**config.mk**
```make
export PLATFORM = sky130hd
export DESIGN_NAME = sd_voice_arbiter
export DESIGN_NICKNAME = d
export VERILOG_FILES = /design/src/rtl/sd_voice_arbiter.sv
export SDC_FILE = /design/constraint.sdc
export NUM_CORES = 1
export LEC_CHECK = 0
export ABC_AREA = 1
export CORE_AREA = 8 8 112 114
export DETAILED_ROUTE_END_ITERATION = 8
export DIE_AREA = 0 0 120 122
export PLACE_DENSITY = 0.86
export SLEW_MARGIN = 25
export SYNTH_ARGS = -nofsm -noshare
export SYNTH_HDL_FRONTEND = slang
export SYNTH_SLANG_ARGS = --single-unit
```
**constraint.sdc**
```tcl
create_clock -name clk -period 8.1 [get_ports clk]
set_clock_uncertainty 0.05 [all_clocks]
set_input_delay 1.62 -clock clk [delete_from_list [all_inputs] [get_ports clk]]
set_output_delay 1.62 -clock clk [all_outputs]
set_load 0.02 [all_outputs]
```
**src/rtl/sd_voice_arbiter.sv**
```systemverilog
// sd_voice_arbiter: round-robin share of one SD block-read controller among voices.
// Optional SD_ARB_URGENT_EN restricts arbitration to urgent requesters when any exist.
module sd_voice_arbiter #(
  parameter int NUM_VOICES     = 4,
  parameter int BLOCK_BYTES    = 512,
  parameter int TIMEOUT_CYCLES = 1048576
) (
  input  logic                    clk,
  input  logic                    rst,
  input  logic [NUM_VOICES-1:0]   req,
  input  logic [32*NUM_VOICES-1:0] req_addr,
  input  logic [NUM_VOICES-1:0]   urgent,
  output logic [NUM_VOICES-1:0]   grant,
  output logic [NUM_VOICES-1:0]   done,
  output logic                    err,
  output logic [7:0]              voice_data,
  output logic [NUM_VOICES-1:0]   voice_valid,
  output logic                    busy,
  output logic [31:0]             sd_address,
  output logic                    sd_start,
  input  logic                    sd_rdy,
  input  logic [7:0]              sd_data,
  input  logic                    sd_valid
);
  localparam int IW = $clog2(NUM_VOICES);
  localparam int CW = $clog2(BLOCK_BYTES) + 1;
  localparam int TW = $clog2(TIMEOUT_CYCLES + 1);
  localparam logic [CW-1:0] CNT_END = CW'(BLOCK_BYTES);
  localparam logic [TW-1:0] TO_MAX = TW'(TIMEOUT_CYCLES);
  typedef enum logic [2:0] {IDLE, ISSUE, WAIT_ACC, XFER, RELEASE} state_t;
  state_t state_q, state_d;
  logic [NUM_VOICES-1:0] grant_q, grant_d, done_q, done_d, pool;
  logic [31:0] addr_q, addr_d;
  logic [CW-1:0] cnt_q, cnt_d;
  logic [TW-1:0] to_q, to_d, to_inc;
  logic [IW-1:0] last_q, last_d, pick;
  logic tout_q, tout_d, err_q, err_d, start_q, start_d, xfer_byte;
  function automatic logic [IW-1:0] rr_pick(input logic [NUM_VOICES-1:0] m, input logic [IW-1:0] l);
    logic [IW-1:0] p;
    int idx;
    p = l;
    for (int k = NUM_VOICES; k >= 1; k--) begin
      idx = (int'(l) + k) % NUM_VOICES;
      if (m[idx]) p = IW'(idx);
    end
    return p;
  endfunction
`ifdef SD_ARB_URGENT_EN
  assign pool = |(req & urgent) ? (req & urgent) : req;
`else
  logic unused_urgent;
  assign unused_urgent = ^urgent;
  assign pool = req;
`endif
  assign pick = rr_pick(pool, last_q);
  assign xfer_byte = (state_q == XFER) && sd_valid;
  assign voice_valid = xfer_byte ? grant_q : '0;
  assign voice_data = xfer_byte ? sd_data : '0;
  assign to_inc = (to_q == TO_MAX) ? to_q : to_q + 1'b1;
  assign grant = grant_q;
  assign done = done_q;
  assign err = err_q;
  assign busy = |grant_q;
  assign sd_address = addr_q;
  assign sd_start = start_q;
  always_comb begin
    state_d = state_q;
    grant_d = grant_q;
    addr_d = addr_q;
    cnt_d = cnt_q;
    to_d = to_q;
    last_d = last_q;
    tout_d = tout_q;
    done_d = '0;
    err_d = 1'b0;
    start_d = 1'b0;
    unique case (state_q)
      IDLE: if (sd_rdy && |pool) begin
        state_d = ISSUE;
        grant_d = NUM_VOICES'(1) << pick;
        addr_d = req_addr[{pick, 5'd0} +: 32];
        cnt_d = '0;
        to_d = '0;
        tout_d = 1'b0;
        last_d = pick;
      end
      ISSUE: begin
        start_d = 1'b1;
        state_d = WAIT_ACC;
      end
      WAIT_ACC: begin
        to_d = to_inc;
        if (!sd_rdy) state_d = XFER;
        else if (to_inc == TO_MAX) {state_d, tout_d} = {RELEASE, 1'b1};
      end
      XFER: if (sd_valid) begin
        cnt_d = cnt_q + 1'b1;
        to_d = '0;
        if (cnt_d == CNT_END) state_d = RELEASE;
      end else begin
        to_d = to_inc;
        if (to_inc == TO_MAX) {state_d, tout_d} = {RELEASE, 1'b1};
      end
      RELEASE: if (sd_rdy) begin
        done_d = grant_q;
        err_d = tout_q;
        grant_d = '0;
        state_d = IDLE;
      end
      default: state_d = IDLE;
    endcase
  end
  always_ff @(posedge clk or posedge rst) begin
    if (rst) begin
      state_q <= IDLE;
      grant_q <= '0;
      done_q <= '0;
      addr_q <= '0;
      cnt_q <= '0;
      to_q <= '0;
      last_q <= IW'(NUM_VOICES - 1);
      tout_q <= 1'b0;
      err_q <= 1'b0;
      start_q <= 1'b0;
    end else begin
      state_q <= state_d;
      grant_q <= grant_d;
      done_q <= done_d;
      addr_q <= addr_d;
      cnt_q <= cnt_d;
      to_q <= to_d;
      last_q <= last_d;
      tout_q <= tout_d;
      err_q <= err_d;
      start_q <= start_d;
    end
  end
endmodule

```
## After elaboration in Yosys (flattened, before gate mapping)

Cells that the tools add are included.

| cells by class | value |
|---|---|
| add/subtract/negate cells | 6 |
| multipliers | 0 |
| div/mod/pow operators | 0 |
| magnitude comparators | 4 |
| eq/ne operators | 13 |
| shift operators | 2 |
| mux-type cells | 45 |
| bitwise gates (word level) | 4 |
| reduce and logical (&&, ||, !) cells | 18 |

Operator list:

| kind | count |
|---|---|
| $shiftx A128 B8 Y32 | 1 |
| $mux W21 | 3 |
| $pmux W21 S3 | 1 |
| $eq A21 B21 Y1 const B | 2 |
| $add A21 B1 Y21 const B | 1 |
| $mux W10 | 2 |
| $mux W4 | 5 |
| $pmux W10 S2 | 1 |
| $mux W3 | 6 |
| $lt A3 B4 Y1 const B | 4 |
| $mux W1 | 15 |
| $pmux W3 S5 | 1 |
| $add A10 B1 Y10 const B | 1 |
| $eq A10 B10 Y1 const B | 1 |
| $ne A2 B2 Y1 const B | 5 |
| $reduce_and A3 Y1 | 3 |
| $bmux W1 S2 | 4 |
| $mux W2 | 4 |
| $mux W8 | 1 |
| $pmux W4 S2 | 1 |
| $reduce_or A2 Y1 | 4 |
| $reduce_or A4 Y1 | 2 |
| $eq A3 B2 Y1 const B | 2 |
| $add A2 B1 Y2 const B | 2 |
| 13 further kinds | 20 |

| storage, ports and cells | value |
|---|---|
| bits in registers | 79 |
| latch bits | 0 |
| memory bits (writable) | 0 |
| memory bits (read-only) | 0 |
| input port bits | 148 |
| word-level logic and storage cells | 102 |
| memories | 0 |

## Longest topological paths before layout

Gate-level depths: netlist (run 1).

| depth | value |
|---|---|
| depth after elaboration | 13 |
| gate-level depth with buffers | 18 |
| mapped depth without buffers | 16 |

## Least setup slack after synthesis (run 1)

No wires, ideal clock.

| path | value |
|---|---|
| kind | input to output |
| start point | in sd_valid |
| end point | out voice_data[0] |
| data arrival time | 2.496 ns |
| required time | 6.430 ns |
| slack | 3.934 ns |
| stages on the path | 5 |
| path through | nand2_1 -> nor2_1 -> inv_1 -> clkbuf_1 -> nor2_1 |

| on the way | value |
|---|---|
| cells in the longest elaborated chain, start to end | 2 |

RTL lines:

| item | RTL line | RTL |
|---|---|---|
| from (decl) | 23 | `input logic sd_valid` |
| $logic_and A1 B1 Y1 | 56 | `assign xfer_byte = (state_q == XFER) && sd_valid;` |
| $mux W8 | 58 | `assign voice_data = xfer_byte ? sd_data : '0;` |
| to (decl) | 16 | `output logic [7:0] voice_data,` |

Every way passes these cells.

## Worst setup path after layout (run 1)

| path | value |
|---|---|
| start point | in sd_valid |
| end point | out voice_data[4] |

The elaborated chain is that of the path after synthesis.

==> metrics, run 1 <==
final RePlAce weighted congestion between 0.8 and 0.9; highest clock rate roughly 0.19 GHz; register area 1980 um^2; number of buffers inserted by hold repair at cts 0; worst path required time roughly 6400 ps; highest-count cells in the layout ignoring fill and taps 269 x sky130_fd_sc_hd__nand2_1, 198 x sky130_fd_sc_hd__clkdlybuf4s50_1, 93 x sky130_fd_sc_hd__nand3_1; die width between 100 and 150 um; cell count after synthesis approximately 750; CP Max Fanout 21; Port Buffers 198; overall routed net length 17300 um; share of synthesized area occupied by flip-flops and latches about two fifths; Nets 1075; maximum number of pins on one net before global-route repair 80; slew margin rel. 44.4%; endpoint arrival time on the critical path 3680 ps; final hold violation count 0; PostCTS Resize Cnt 0; crit end category output port; total standard cell area after synthesis around 5000 um^2; share of total power in combinational logic approximately 64%; routed len/inst around 16 um; Yosys cell types 33; first-pass GRT wire length between 20000 and 30000 um; internal power contribution ~1.2 mW; net count after synthesis 898; worst-skew pair later-pin latency between 300 and 400 ps; crit path time final about 5300 ps; Die H 122 um; endpoints failing setup 0; clock-pin slew on the worst setup and hold paths 70 ps; switching power total approximately 1.3 mW; DRC violations left 0; layout overhead on the synthesized area 43.8%; setup slack after placement roughly 2700 ps; Final HPWL DP 12900 um; number of sinks driven by the clock tree 79; fill cell total of the finished layout about 950; TritonCTS clock tree done; core region area about 11000 um^2; num ports 203; category of the critical setup timing path in2out; number of optimization iterations in the first detailed-route pass 5; fin worst setup slack 2750 ps; num rows 38; share of cells above drive strength 1 ~3.8%; type of the tightest min-delay check reg2reg; per-cell via count in the routed design between 5 and 6; Critical Path Source Type primary input; number of buffers on the longest clock path 2; starting DRC count in detailed routing between 400 and 500; ANT nets after route 0; switching part of the total about 51%; root cell of the clock tree sky130_fd_sc_hd__clkbuf_8; worst slack on hold paths 432 ps; global routing usage summed across all routing layers about a quarter; final-report max-slew violation count 0; slew of the pin with the lowest slew margin between 800 and 900 ps; TritonCTS Buffers 9; Mapped Avg Cell Area 6.76 um^2; gr ovfl total 0; footprint of the multi-input gates between 2000 and 3000 um^2; leak pwr roughly 3.2 nW; H-tree depth 3; Seq cells post-synth 79; MaxCap Viol Count 0; initial cell density of the core between 40% and 50%; Power Dens Cells between 300 and 400 nW/um^2; leading cell type in the layout, fill and taps excluded sky130_fd_sc_hd__nand2_1; Flop pwr share approximately a quarter; initial antenna violation count 1; YS warnings 0; die footprint around 15000 um^2; run status finished, final reports clean; maximum vdd ir drop 0.000260 V; via count of the first global-routing pass 5498; period utilization around two thirds; Setup Fix Bufs, Post-CTS 0; count of vias placed by the detailed router 5554; Setup TNS 0 ps; portion of total power attributed to the clock network 12.1%; unrepaired setup endpoints after global routing false
area by class of cell:
type                    instances  area share (%)
flip-flops and latches         79            27.3
clock buffers                  11            1.95
inverters                      65            3.43
repair buffers                201            27.7
clock inverters                 5           0.793
well taps                     140            2.41
multi-input cells             568            36.4
diodes                          1          0.0345
kinds of logic (layout without fill, tap and decap cells):
kind of cell	Yosys count	after routing	share of synthesized area (%)
and+or+nand+nor	500	500	43.0
DFF	79	79	39.2
adders and majority gates	3	3	0.744
AOI/OAI and AO/OA	47	47	5.41
xor gates and xnor gates	18	18	3.27
other	0	1	0
buffers and inverters	100	282	8.38
cell usage after synthesis (all sizes together):
cell      n  share of area, %
nand2   272                21
nor3      9              0.89
nand3    93               9.2
inv      63               4.7
a32o      1              0.20
nand4    43               5.3
o32ai     2              0.35
nand3b    2              0.30
clkinv    2              0.15
clkbuf   16               1.2
o22ai    14               1.7
a21oi     5              0.50
xnor2     1              0.32
o21ai    24               2.5
nor2     80               6.5
dfrtp    77                38
ha        3              0.74
a22o      1              0.17
xor2     17               3.0
buf      19               2.3
nor4      1              0.12
dfstp     2               1.0
registers in the layout, summed over array words and instances, names as in the netlist:
register / count
sd_address: 32
to_q: 21
cnt_q: 10
done: 4
grant: 4
state_q: 3
last_q: 2
err: 1
sd_start: 1
tout_q: 1
worst paths after layout:
check                                 end  slack (ps)  depth (start not counted)            from
min in group asynchronous  sd_address[12]        1690                          3             rst
min                        sd_address[29]         430                          2  sd_address[29]
min reg2reg                sd_address[29]         430                          2  sd_address[29]
max                         voice_data[4]        2750                          6        sd_valid
max reg2reg                 sd_address[8]        5000                         11       last_q[0]
max in group asynchronous         done[1]        5760                          3             rst
metal layers:
layer	GRT usage (%)	wire, um	share of wire, %
met2	40.6	8690	50
met1	26.5	6700	39
met5	0	0	0
met4	8.35	355	2.0
met3	8.79	1600	9.2
power groups by stage:
stage | logic (mW) | registers, mW | clock network, mW
2_1_floorplan | 1.03 | 0.666 | 0
3_3_place_gp | 1.57 | 0.587 | 0
3_5_place_dp | 1.58 | 0.590 | 0
4_1_cts | 1.58 | 0.585 | 0.301
5_1_grt | 1.74 | 0.598 | 0.319
6_report | 1.57 | 0.587 | 0.298
critical path: stages:
cell                              delay, ps
sky130_fd_sc_hd__clkdlybuf4s50_1        480
sky130_fd_sc_hd__nand2_1                 90
sky130_fd_sc_hd__nor2_1                 270
sky130_fd_sc_hd__inv_1                  390
sky130_fd_sc_hd__nor2_1                 200
sky130_fd_sc_hd__clkdlybuf4s50_1        640
stage by stage:
stage	instance area [um^2]	instances	power (mW)	utilization, %
2_1_floorplan	5050	747	1.70	-
3_3_place_gp	7050	1053	2.16	65.9
3_5_place_dp	7050	1053	2.17	65.9
4_1_cts	7250	1069	2.47	67.8
5_1_grt	7260	1070	2.66	67.8
6_report	7260	1070	2.46	67.8
Note: power is estimated with default switching activity, not from simulation.
==> run 2, diff against run 1 <==
Settings changed: CORE_AREA 8 8 112 114 to 8 8 117 119, DIE_AREA 0 0 120 122 to 0 0 125 127, PLACE_DENSITY 0.86 to 0.8.
Clock period 8.1 ns to 5.37 ns, I/O delays scaled along.
==> run 2 against run 1 <==
- non-clock buffer count rose by 2
- combinational power rose by 54%
- clock-buffer cell count fell by 2
==> metrics, run 2 (synthesized netlist as in run 1, its figures left out) <==
run status finished, final reports clean; MaxCap Viol Count 0; starting DRC count in detailed routing just under 400; leading cell type in the layout, fill and taps excluded sky130_fd_sc_hd__nand2_1; via count of the first global-routing pass about 5600; DRC violations left 0; TritonCTS clock tree done; crit path time final roughly 4300 ps; worst path required time about 4300 ps; share of total power in combinational logic about three fifths; type of the tightest min-delay check reg2reg; fin worst setup slack 1060 ps; overall routed net length about 17000 um; Port Buffers roughly 200; worst hold start sd_address[14]; initial antenna violation count 0; register-to-register path setup slack between 2000 and 2500 ps; portion of total power attributed to the clock network roughly 16%; ANT cells 0; gr ovfl total 0; initial cell density of the core between 40% and 50%; endpoints failing setup 0; CP Max Fanout 21; category of the critical setup timing path in2out; layout overhead on the synthesized area 46.5%; num rows 40; Power Dens Cells between 500 and 600 nW/um^2; RR Startpoint last_q[0]; die width about 130 um; unrepaired setup endpoints after global routing false; switching power total between 1.5 and 2 mW; maximum number of pins on one net before global-route repair 68; cell depth of the worst hold path 2; worst-case reg-to-reg path depth 14; number of optimization iterations in the first detailed-route pass 4; worst slack on hold paths approximately 430 ps; internal power contribution just under 2 mW; routed len/inst ~16 um; final RePlAce weighted congestion 0.903; global routing usage summed across all routing layers about 22%; count of vias placed by the detailed router about 5600; clock-pin slew on the worst setup and hold paths ~70 ps; leak pwr 3.30 nW; share of cells above drive strength 1 under 10%; period utilization between 80% and 90%; highest-count cells in the layout ignoring fill and taps 269 x sky130_fd_sc_hd__nand2_1, 198 x sky130_fd_sc_hd__clkdlybuf4s50_1, 93 x sky130_fd_sc_hd__nand3_1; Hold Crit Endpoint sd_address[14]; Setup Fix Bufs, Post-CTS 0; setup slack after placement 1120 ps; per-cell via count in the routed design ~5.2; maximum vdd ir drop a little under 0.0003 V; endpoint arrival time on the critical path around 3200 ps; TritonCTS Buffers 9; switching part of the total between 40% and 50%; num ports roughly 200; Flop pwr share between 20% and 30%; Critical Path Source Type primary input; Setup TNS 0 ps; number of buffers inserted by hold repair at cts 0; number of buffers on the longest clock path 2; highest clock rate about 0.23 GHz; final hold violation count 0; PostCTS Resize Cnt 0; Die H approximately 130 um; share of the core filled with cells 62.6%; core region area ~12000 um^2; final-report max-slew violation count 0; first-pass GRT wire length 28600 um; Final HPWL DP 13000 um; number of sinks driven by the clock tree 79; slew margin rel. ~42%; Power, Total 3.94 mW; slew of the pin with the lowest slew margin roughly 860 ps; ANT nets after route 0; RR Endpoint sd_address[30]; flip-flop count of the largest register, all copies and words added 32; H-tree depth 3; root cell of the clock tree sky130_fd_sc_hd__clkbuf_16; Nets around 1100; die footprint between 15000 and 20000 um^2; crit end category output port; worst-skew pair later-pin latency roughly 340 ps
run 2: metrics by stage:
stage	cells	instance area, um^2
detailed placement	1062	7080
finish	1078	7390
global route	1078	7390
floorplan	747	5050
global placement	1062	7080
CTS	1078	7390
run 2: layout make-up:
class                   count  area [um^2]
clock buffers               9          225
clock inverters             7         87.6
fillers                  1092         4420
inverters                  65          249
multi-input cells         568         2650
flip-flops and latches     79         1980
well taps                 147          184
repair buffers            203         2020
run 2: critical path: stages:
cell	delay, ps
sky130_fd_sc_hd__clkdlybuf4s50_1	490
sky130_fd_sc_hd__nand2_1	100
sky130_fd_sc_hd__nor2_1	290
sky130_fd_sc_hd__inv_1	370
sky130_fd_sc_hd__nor2_1	210
sky130_fd_sc_hd__clkdlybuf4s50_1	640
run 2: per-layer routing:
layer  vias to the layer above  GRT usage [%]  wire length [um]
li1                       2781              -                 -
met5                         -              0                 0
met3                        20           7.53              1490
met2                       220           36.4              8080
met1                      2619           26.4              7330
met4                         0           6.59               321
run 2: how the worst max path moves through the flow:
| stage | start | endpoint | slack [ps] | depth (start not counted) |
|---|---|---|---|---|
| 2_1_floorplan | rst | cnt_q[0] | 2230 | 1 |
| 3_3_place_gp | sd_valid | voice_valid[1] | 1140 | 6 |
| 3_5_place_dp | sd_valid | voice_valid[1] | 1120 | 6 |
| 4_1_cts | sd_valid | voice_valid[1] | 1080 | 6 |
| 5_1_grt | sd_valid | voice_data[3] | 900 | 6 |
| 6_report | sd_valid | voice_valid[1] | 1060 | 6 |
run 2: power groups by stage:
stage	Sequential [mW]	Combinational [mW]	Clock, mW
detailed placement	0.894	2.43	0
floorplan	1.00	1.56	0
global placement	0.893	2.42	0
CTS	0.890	2.44	0.648
finish	0.890	2.41	0.640
global route	0.913	2.69	0.677
==> run 3, diff against run 2 <==
Clock period 5.37 ns to 4.4 ns, I/O delays scaled along.
==> run 3 against run 2 <==
- via count up 0.74%
- register-to-register slack worse by 580 ps
- combinational power up 26%
- clock-buffer cell count unchanged
- non-clock buffer count up 3
- core utilization up 0.30 points
- critical path depth unchanged
- first-iteration DRC count down 9.4%
- sequential cell count unchanged
- sequential power up 22%
- critical path type unchanged
- largest power group unchanged
==> metrics, run 3 (synthesized netlist as in run 1, its figures left out) <==
via count of the first global-routing pass about 5800; setup slack after placement about 580 ps; H-tree depth 3; crit-path cells clkdlybuf4s50_1 > nand2_1 > nor2_1 > inv_1 > nor2_1 > clkdlybuf4s50_1; gr ovfl total 0; initial cell density of the core 42.7%; final non-filler cell total between 1000 and 1500; root cell of the clock tree sky130_fd_sc_hd__clkbuf_16; share of the core filled with cells a little over three fifths; Port Buffers approximately 200; final-report max-slew violation count 0; Final HPWL DP approximately 13000 um; starting DRC count in detailed routing roughly 360; MaxCap Viol Count 0; ANT cells 0; layout overhead on the synthesized area 47.2%; leak pwr 3.32 nW; Setup TNS 0 ps; flip-flop count of the largest register, all copies and words added 32; crit end category output port; die footprint 15900 um^2; worst path required time ~3500 ps; routed len/inst roughly 16 um; PostCTS Resize Cnt 0; run status finished, final reports clean; TritonCTS Buffers 9; leading cell type in the layout, fill and taps excluded sky130_fd_sc_hd__nand2_1; final hold violation count 0; number of buffers inserted by hold repair at cts 0; worst hold start sd_address[0]; RR Startpoint last_q[0]; fin worst setup slack approximately 550 ps; CP Max Fanout 21; Power Dens Cells between 600 and 700 nW/um^2; endpoint arrival time on the critical path a little under 3000 ps; Nets 1080; number of buffers on the longest clock path 2; clock-pin slew on the worst setup and hold paths about 70 ps; slew margin rel. between 50% and 60%; share of cells above drive strength 1 4.39%; largest incremental delay on the critical path 640 ps; master of the slowest instance on the critical path sky130_fd_sc_hd__clkdlybuf4s50_1; footprint of the multi-input gates about 2600 um^2; number of sinks driven by the clock tree 79; maximum number of pins on one net before global-route repair 66; highest-count cells in the layout ignoring fill and taps 269 x sky130_fd_sc_hd__nand2_1, 198 x sky130_fd_sc_hd__clkdlybuf4s50_1, 93 x sky130_fd_sc_hd__nand3_1; maximum vdd ir drop ~0.0005 V; core region area between 10000 and 15000 um^2; crit path launch sd_valid; highest clock rate around 0.26 GHz; endpoints failing setup 0; ANT nets after route 0; num ports a little over 200; initial antenna violation count 0; final RePlAce weighted congestion 0.900; Die H approximately 130 um; Critical Path Source Type primary input; worst-skew pair later-pin latency ~350 ps; slew of the pin with the lowest slew margin about 690 ps; global routing usage summed across all routing layers between 20 and 25%; die width around 130 um; number of optimization iterations in the first detailed-route pass 5; overall routed net length around 17000 um; kind of cell adding the most delay to the critical path buffers and inverters; number of placed instances, taps included between 1000 and 1500; per-cell via count in the routed design roughly 5.3; count of vias placed by the detailed router around 5700; crit path time final slightly below 4000 ps; DRC violations left 0; DP Area 7110 um^2; final design area excluding fillers about 7400 um^2; category of the critical setup timing path in2out; period utilization between 80 and 90%; type of the tightest min-delay check reg2reg; num rows 40; register area between 1500 and 2000 um^2; CP Buf/Inv Count 3; Setup Fix Bufs, Post-CTS 0; unrepaired setup endpoints after global routing false; TritonCTS clock tree done; first-pass GRT wire length 28600 um; fill cell total of the finished layout roughly 1000
## run 3: cell count changes in the layout (fill, tap and decap cells not counted)
cell,previous run,this run
sky130_fd_sc_hd__buf_4,5,7
sky130_fd_sc_hd__buf_12,0,1
sky130_fd_sc_hd__clkinv_2,0,1
sky130_fd_sc_hd__clkinv_4,0,1
sky130_fd_sc_hd__clkinvlp_4,2,1
sky130_fd_sc_hd__inv_4,2,1
## run 3: power by group
part	switching [mW]	internal (mW)
sequential	0.154	0.931
clock	0.338	0.452
combinational	1.95	1.08
total	2.44	2.46
## run 3: worst paths after layout
kind | cells after the start | end | slack (ps)
max in group asynchronous | 3 | sd_address[30] | 2910
max reg2reg | 14 | sd_address[21] | 1840
min | 2 | sd_address[0] | 430
min reg2reg | 2 | sd_address[0] | 430
min in group asynchronous | 2 | sd_address[11] | 650
max | 6 | voice_valid[3] | 550
## run 3: tightest hold or removal path, stage by stage (launching register included)
cell and delay (ps):
sky130_fd_sc_hd__dfrtp_1 340, sky130_fd_sc_hd__nand2_1 50, sky130_fd_sc_hd__nand2_1 50
## run 3: per-stage QoR
stage	hold slack (ps)	total power [mW]
finish	429	4.90
global route	463	5.29
CTS	432	4.95
detailed placement	414	4.13
global placement	411	4.11
floorplan	416	3.13
## run 3: layer usage
layer	track usage (%)	share of wire, %
met1	25.2	40
met2	36.4	47
met3	7.61	9.2
met4	11.0	3.3
met5	0	0
## run 3: final cells by class
class / instances / share of cell area, %
sequential: 79 / 26.6
tap: 147 / 2.48
timing repair buffer: 206 / 27.7
clock inverter: 7 / 1.20
multi-input combinational: 568 / 35.7
inverter: 65 / 3.34
clock buffer: 9 / 3.03
